## config.mk

```make
export PLATFORM = sky130hd
export DESIGN_NAME = regfile_writeback
export DESIGN_NICKNAME = d
export VERILOG_FILES = /design/src/rtl/regfile_writeback.sv
export SDC_FILE = /design/constraint.sdc
export NUM_CORES = 1
export LEC_CHECK = 0
export ABC_CLOCK_PERIOD_IN_PS = 3200
export CAP_MARGIN = 5
export CORE_ASPECT_RATIO = 1.1
export CORE_UTILIZATION = 50
export CTS_CLUSTER_SIZE = 12
export DETAILED_ROUTE_END_ITERATION = 7
export PLACE_DENSITY = 0.74
export REMOVE_ABC_BUFFERS = 1
export SETUP_SLACK_MARGIN = 0.4
export SYNTH_ARGS = -nofsm -noshare
export SYNTH_HDL_FRONTEND = slang
export SYNTH_SLANG_ARGS = --single-unit
```

## constraint.sdc

```tcl
create_clock -name clk -period 3.2 [get_ports clk]
set_input_delay 0.8 -clock clk [delete_from_list [all_inputs] [get_ports clk]]
set_output_delay 0.8 -clock clk [all_outputs]
set_load 0.02 [all_outputs]
```

## src/rtl/regfile_writeback.sv

```systemverilog
// ---------------------------------------------------------------------------
// regfile_writeback: aligns MEM-stage results into a small FIFO and drains them
// into the register-file write port, with forwarding of the newest pending write.
// Revision: 1.0
// ---------------------------------------------------------------------------
`default_nettype none

module regfile_writeback #(
  parameter int XLEN  = 32,
  parameter int DEPTH = 2
) (
  input  logic            clk,
  input  logic            rst_n,
  input  logic            in_valid,
  output logic            in_ready,
  input  logic [4:0]      in_rd,
  input  logic            in_wen,
  input  logic [2:0]      in_kind,
  input  logic [1:0]      in_off,
  input  logic [XLEN-1:0] in_data,
  input  logic            wb_stall,
  output logic            regWEn,
  output logic [4:0]      addrD,
  output logic [XLEN-1:0] dataD,
  output logic            fwd_valid,
  output logic [4:0]      fwd_addr,
  output logic [XLEN-1:0] fwd_data,
  output logic [31:0]     retire_cnt
);

  localparam int PW = $clog2(DEPTH);
  localparam int CW = $clog2(DEPTH + 1);
  localparam logic [CW-1:0] OCC_ONE  = CW'(1);
  localparam logic [CW-1:0] OCC_LAST = CW'(DEPTH - 1);

  typedef enum logic [1:0] {EMPTY = 2'd0, PARTIAL = 2'd1, FULL = 2'd2} state_t;

  state_t          state, state_nx;
  logic [PW-1:0]   wptr, rptr, newest;
  logic [CW-1:0]   occ;
  logic [4:0]      rd_mem   [DEPTH];
  logic [XLEN-1:0] data_mem [DEPTH];

  logic            push, pop;
  logic [7:0]      byte_sel;
  logic [15:0]     half_sel;
  logic [XLEN-1:0] aligned;

  assign in_ready = (state != FULL);
  // Writes that can never reach the register file never occupy a slot.
  assign push     = in_valid && in_ready && in_wen && (in_rd != 5'd0);
  assign pop      = !wb_stall && (state != EMPTY);
  assign newest   = wptr - PW'(1);

  always_comb begin
    byte_sel = in_data[{in_off, 3'b000} +: 8];
    half_sel = in_data[{in_off[1], 4'b0000} +: 16];
    aligned  = in_data;
    case (in_kind)
      3'd1:    aligned = {{(XLEN-8){byte_sel[7]}}, byte_sel};
      3'd2:    aligned = {{(XLEN-16){half_sel[15]}}, half_sel};
      3'd4:    aligned = {{(XLEN-8){1'b0}}, byte_sel};
      3'd5:    aligned = {{(XLEN-16){1'b0}}, half_sel};
      default: aligned = in_data;
    endcase
  end

  always_ff @(posedge clk) begin
    if (push) begin
      rd_mem[wptr]   <= in_rd;
      data_mem[wptr] <= aligned;
    end
  end

  always_ff @(posedge clk or negedge rst_n) begin
    if (!rst_n) begin
      state      <= EMPTY;
      wptr       <= '0;
      rptr       <= '0;
      occ        <= '0;
      regWEn     <= 1'b0;
      addrD      <= '0;
      dataD      <= '0;
      retire_cnt <= '0;
    end else begin
      state  <= state_nx;
      regWEn <= pop;
      if (push) wptr <= wptr + PW'(1);
      if (pop) begin
        rptr       <= rptr + PW'(1);
        addrD      <= rd_mem[rptr];
        dataD      <= data_mem[rptr];
        retire_cnt <= retire_cnt + 32'd1;
      end
      if (push && !pop)      occ <= occ + OCC_ONE;
      else if (pop && !push) occ <= occ - OCC_ONE;
    end
  end

  always_comb begin
    state_nx = state;
    case (state)
      EMPTY:   if (push) state_nx = PARTIAL;
      PARTIAL: begin
        if (push && !pop && occ == OCC_LAST)     state_nx = FULL;
        else if (pop && !push && occ == OCC_ONE) state_nx = EMPTY;
      end
      FULL:    if (pop) state_nx = PARTIAL;
      default: state_nx = EMPTY;
    endcase
  end

  // Buffered entries are younger than whatever sits in the output register.
  always_comb begin
    fwd_valid = 1'b0;
    fwd_addr  = '0;
    fwd_data  = '0;
    if (state != EMPTY) begin
      fwd_valid = 1'b1;
      fwd_addr  = rd_mem[newest];
      fwd_data  = data_mem[newest];
    end else if (regWEn) begin
      fwd_valid = 1'b1;
      fwd_addr  = addrD;
      fwd_data  = dataD;
    end
  end

endmodule

`default_nettype wire

```

## Word-level counts from Yosys, hierarchy flattened

Memory sizes are Yosys's and may differ from the RTL's. A register that Yosys moved wholly into a read port is not among the register bits.
Cells that the tools add are included.

- Add/subtract/negate cells: 6
- Equal/unequal tests: 11
- Shift-type cells: 2
- Muxes and demuxes: 16
- Reduce and logical (&&, ||, !) cells: 18

Operators with widths:

| kind | number |
|---|---|
| $pmux 32 s4 | 1 |
| $mux 32 | 2 |
| $add 32x1->32 const B | 1 |
| $shiftx 32x6->16 | 1 |
| $shiftx 32x6->8 | 1 |
| $mux 2 | 6 |
| $mux 5 | 2 |
| $logic_and 1x1->1 | 8 |
| $eq 3x3->1 const B | 2 |
| $ne 2x2->1 const B | 3 |
| $pmux 2 s3 | 1 |
| $logic_not 1->1 | 5 |
| $reduce_bool 5->1 | 1 |
| $eq 2x1->1 const B | 2 |
| $mux 1 | 4 |
| $reduce_bool 2->1 | 2 |
| $eq 3x1->1 const B | 1 |
| $eq 3x2->1 const B | 1 |
| $ne 3x3->1 const B | 1 |
| $reduce_and 3->1 | 1 |
| $add 1x1->1 const B | 2 |
| $add 2x1->2 const B | 1 |
| $eq 2x2->1 const B | 1 |
| $logic_not 2->1 | 1 |
| other kinds (2) | 2 |

- Register bits: 39
- RAM bits: 74
- Output and inout bits: 109
- Memories: 2

Memories:

| memory | words | width | read ports | clocked after Yosys merged registers in | write ports | RTL line | source |
|---|---|---|---|---|---|---|---|
| data_mem | 2 | 32 | 2 | 1 | 1 | 42 | `logic [XLEN-1:0] data_mem [DEPTH];` |
| rd_mem | 2 | 5 | 2 | 1 | 1 | 41 | `logic [4:0] rd_mem [DEPTH];` |

## Longest topological paths before layout

- Depth in word-level cells: 10
- Depth in mapped cells: 7
- Gate-level depth less buffers: 7

## Worst setup path after synthesis

OpenSTA, ideal clock, no wires.

- Path type: in2reg
- Start point: input port in_rd[3]
- End point: memory data_mem[0][0], enable pin
- Library setup time: 0.431 ns
- Data arrival time: 2.766 ns
- Data required time: 2.769 ns
- Path slack: 0.003 ns
- Stages on the path: 4
- Cells stage by stage: or4_1 > o2111a_1 > inv_1 > nor2_1

- Cells in the longest elaborated chain, start to end: 4

RTL lines:

| item | RTL line | source |
|---|---|---|
| from (decl) | 16 | `input logic [4:0] in_rd,` |
| $reduce_bool 5->1 | 51 | `assign push = in_valid && in_ready && in_wen && (in_rd != 5'd0);` |
| $logic_and 1x1->1 | 51 |  |
| net push | 44 | `logic push, pop;` |
| $mux 1 | 69 | `if (push) begin` |
| $mux 1 (not written as such) | 71 | `data_mem[wptr] <= aligned;` |
| to (decl) | 42 |  |

The timed path passes the listed nets, and every way through them passes these cells.

## Worst setup path in the final report

- Start point: register state[1]
- End point: output port fwd_data[23]

- Cells in the longest elaborated chain, start to end: 2

RTL lines:

| item | RTL line | source |
|---|---|---|
| from (decl) | 38 | `state_t state, state_nx;` |
| from (signal assigned) | 86 | `state <= state_nx;` |
| $reduce_bool 2->1 | 118 | `if (state != EMPTY) begin` |
| $mux 32 | 118 |  |
| to (decl) | 27 | `output logic [XLEN-1:0] fwd_data,` |

No other way between the ends.

==> reports/qor.csv <==
metric,value,unit
DRT Wirelength,19.1,mm
DRC violations left,0,
Rows,46,
Final #Nets,853,
later-pin clock latency in the skew report,0.42,ns
Pint,5.24,mW
synth unique cells,52,
# fillers,1122,
post-route ant nets,0,
worst hold path class,in2async,
clk_skew,0.00583,ns
final instance area,9870,um^2
Setup-failing EPs final,0,
outcome,finished clean,
largest cells by area after synthesis,"edfxtp_1, dfrtp_1, mux2i_1",
synthesized instance count,657,
Reg-to-Reg Start,retire_cnt[4],
Netlist Area Pre-Place,7500,um^2
unrepaired setup endpoints after global routing,true,
DRT iter0 DRCs,433,
Slew @ Worst Pin,0.949,ns
vias in the first global route,5846,
Setup CP Type,reg2out,
Fmax,369,MHz
GRT Total Usage,0.257,
Combinational Power Share,0.401,
pre-CTS WS,0.215,ns
end of the worst register-to-register path,retire_cnt[25],
largest area contributor in the netlist,edfxtp_1,
Die Area,15500,um^2
register area share after synthesis,0.550,
Die Y,130,um
post-route setup slack,0.493,ns
Sequential Power Share,0.346,
global-route wire length before repair,30.5,mm
Avg WL per Cell,18.9,um
GP Congestion,0.905,
"most common cell after layout, fill and taps aside",clkdlybuf4s50_1,
final hold slack,0.380,ns
clk root buf,clkbuf_16,
"EDFF count, synth",74,
post-cts repair resize count,38,
DP Area,9300,um^2
largest net degree at the start of global routing,77,
post-cts hold buffer count,0,
dpl cells,975,
Yosys top cell area share,0.296,
non-filler instance count after layout,1007,
"FF+latch count, synth",150,
DRT Pass-1 Iters,5,
crit path max fanout,30,
R2R cell count,4,
Chip Width,119,um
num ports,156,
LEAKAGE,4.03,nW
initial antenna violation count,0,
clock power share,0.253,
CP endpoint kind,output port,
grt total ovfl,0,
starting density of the core,0.515,
Multi-input gate area,3170,um^2
sequential cell area,4130,um^2
crit-path leading delay family,buffers and inverters,
ANT cells,0,
CTS Buf Count,17,
DP HPWL,13.0,mm
vias per inst,5.86,
min cycle time layout,2.71,ns
slowest cell on the critical path,dfrtp_1,
most frequent cells in the layout,"clkdlybuf4s50_1, mux2i_1, o21ai_0",
number of max-cap violations,0,
max-slew violation count,0,
average size of a mapped cell,11.4,um^2
crit-path cells,"nor2_4, buf_6, nand3_1, o21ai_0, dlygate4sd2_1",
CTS max path bufs,2,
Power per Cell Area,853,nW/um^2
crit-path max cell delay,0.48,ns
critical path required time,2.40,ns
"FFs w/ async S/R, synth",0.507,
synthesis-to-layout area growth,31.5,%
Setup Buffers After CTS,0,
YS warnings,0,
Final period util,0.846,
Via Count,5900,
Net Sw Frac,0.378,
Post-synth top flop,dfrtp_1,
slew margin rel.,0.364,
htree depth,4,
# clock sinks,150,
Critical Path AT,1.91,ns
"CTS clk-pin slew, worst paths",0.06,ns
Net Sw Power,3.18,mW
CTS tree,built,
FF-to-FF setup slack,1.22,ns
worst path bufs/invs,2,
Hold Fails Final Rpt,0,
Worst Setup Start Kind,register,
Peak VDD IR,512,uV
Core ar.,14600,um^2
port bufs,155,
layout cells sized above 1,0.0957,
final cells by class:
type                    count  area share
flip-flops and latches    150       0.418
well taps                 192      0.0243
multi-input cells         455       0.321
clock buffers              18      0.0435
clock inverters            14      0.0202
inverters                   6     0.00228
repair buffers            172       0.171
power by group through the flow:
| stage | sequential (mW) | clock (mW) | combinational, mW |
|---|---|---|---|
| 2_1_floorplan | 3.30 | 0 | 1.47 |
| 3_3_place_gp | 2.92 | 0 | 3.51 |
| 3_5_place_dp | 2.95 | 0 | 3.57 |
| 4_1_cts | 2.92 | 2.16 | 3.41 |
| 5_1_grt | 2.97 | 2.25 | 3.62 |
| 6_report | 2.91 | 2.13 | 3.38 |
flip-flops by register name, summed over array words and instances, names as in the netlist, 2 cells and up:
signal / cells
data_mem: 64
dataD: 32
retire_cnt: 32
rd_mem: 10
addrD: 5
occ: 2
state: 2
per-stage QoR:
stage          utilization  TNS (ns)  total power [mW]
3_5_place_dp         0.638         0              6.52
3_3_place_gp         0.638         0              6.43
6_report             0.678         0              8.42
4_1_cts              0.679         0              8.48
2_1_floorplan            -    -31.75              4.77
5_1_grt              0.678         0              8.85
synth_stat cells (all sizes together), types with 3 or more instances:
cell	number
nand3	48
ha	4
a21o	16
mux2	3
nor3	11
nor2	21
nand2	61
a21oi	4
edfxtp	74
nor4	4
o32ai	7
and3	5
dfrtp	76
mux2i	82
nor2b	3
nor3b	3
and4	3
buf	23
xnor2	30
inv	6
o22a	8
o21ai	77
nand4	13
a211oi	22
xor2	8
clkbuf	23
cells by family (layout without fill, tap and decap cells):
logic type               after synthesis  count (layout)  synth area share
multiplexers                          86              86             0.117
AND/OR/NAND/NOR                      184             184             0.126
AO/OA/AOI/OAI                        143             143             0.122
adder cells (fa/ha/maj)                4               4           0.00667
flip-flops                           150             150             0.550
buffers and inverters                 52             210            0.0325
XOR/XNOR                              38              38            0.0464
routing by layer:
layer | GRT usage | routed length (um) | up-vias
met2 | 0.429 | 9410 | 232
li1 | - | - | 2726
met3 | 0.0534 | 1110 | 40
met4 | 0.109 | 475 | 0
met5 | 0 | 0 | -
met1 | 0.328 | 8070 | 2902
worst max-delay path by stage:
stage,start,to,slack (ns),cells after the start
floorplan,state[1],fwd_addr[0],-0.80,2
global placement,in_kind[1],data_mem[0][23],0.31,5
detailed placement,in_kind[1],data_mem[0][24],0.22,5
CTS,state[1],fwd_data[22],0.13,5
global route,state[1],fwd_data[12],0.39,5
finish,state[1],fwd_data[23],0.49,5
Power figures use the tool's default switching activity.
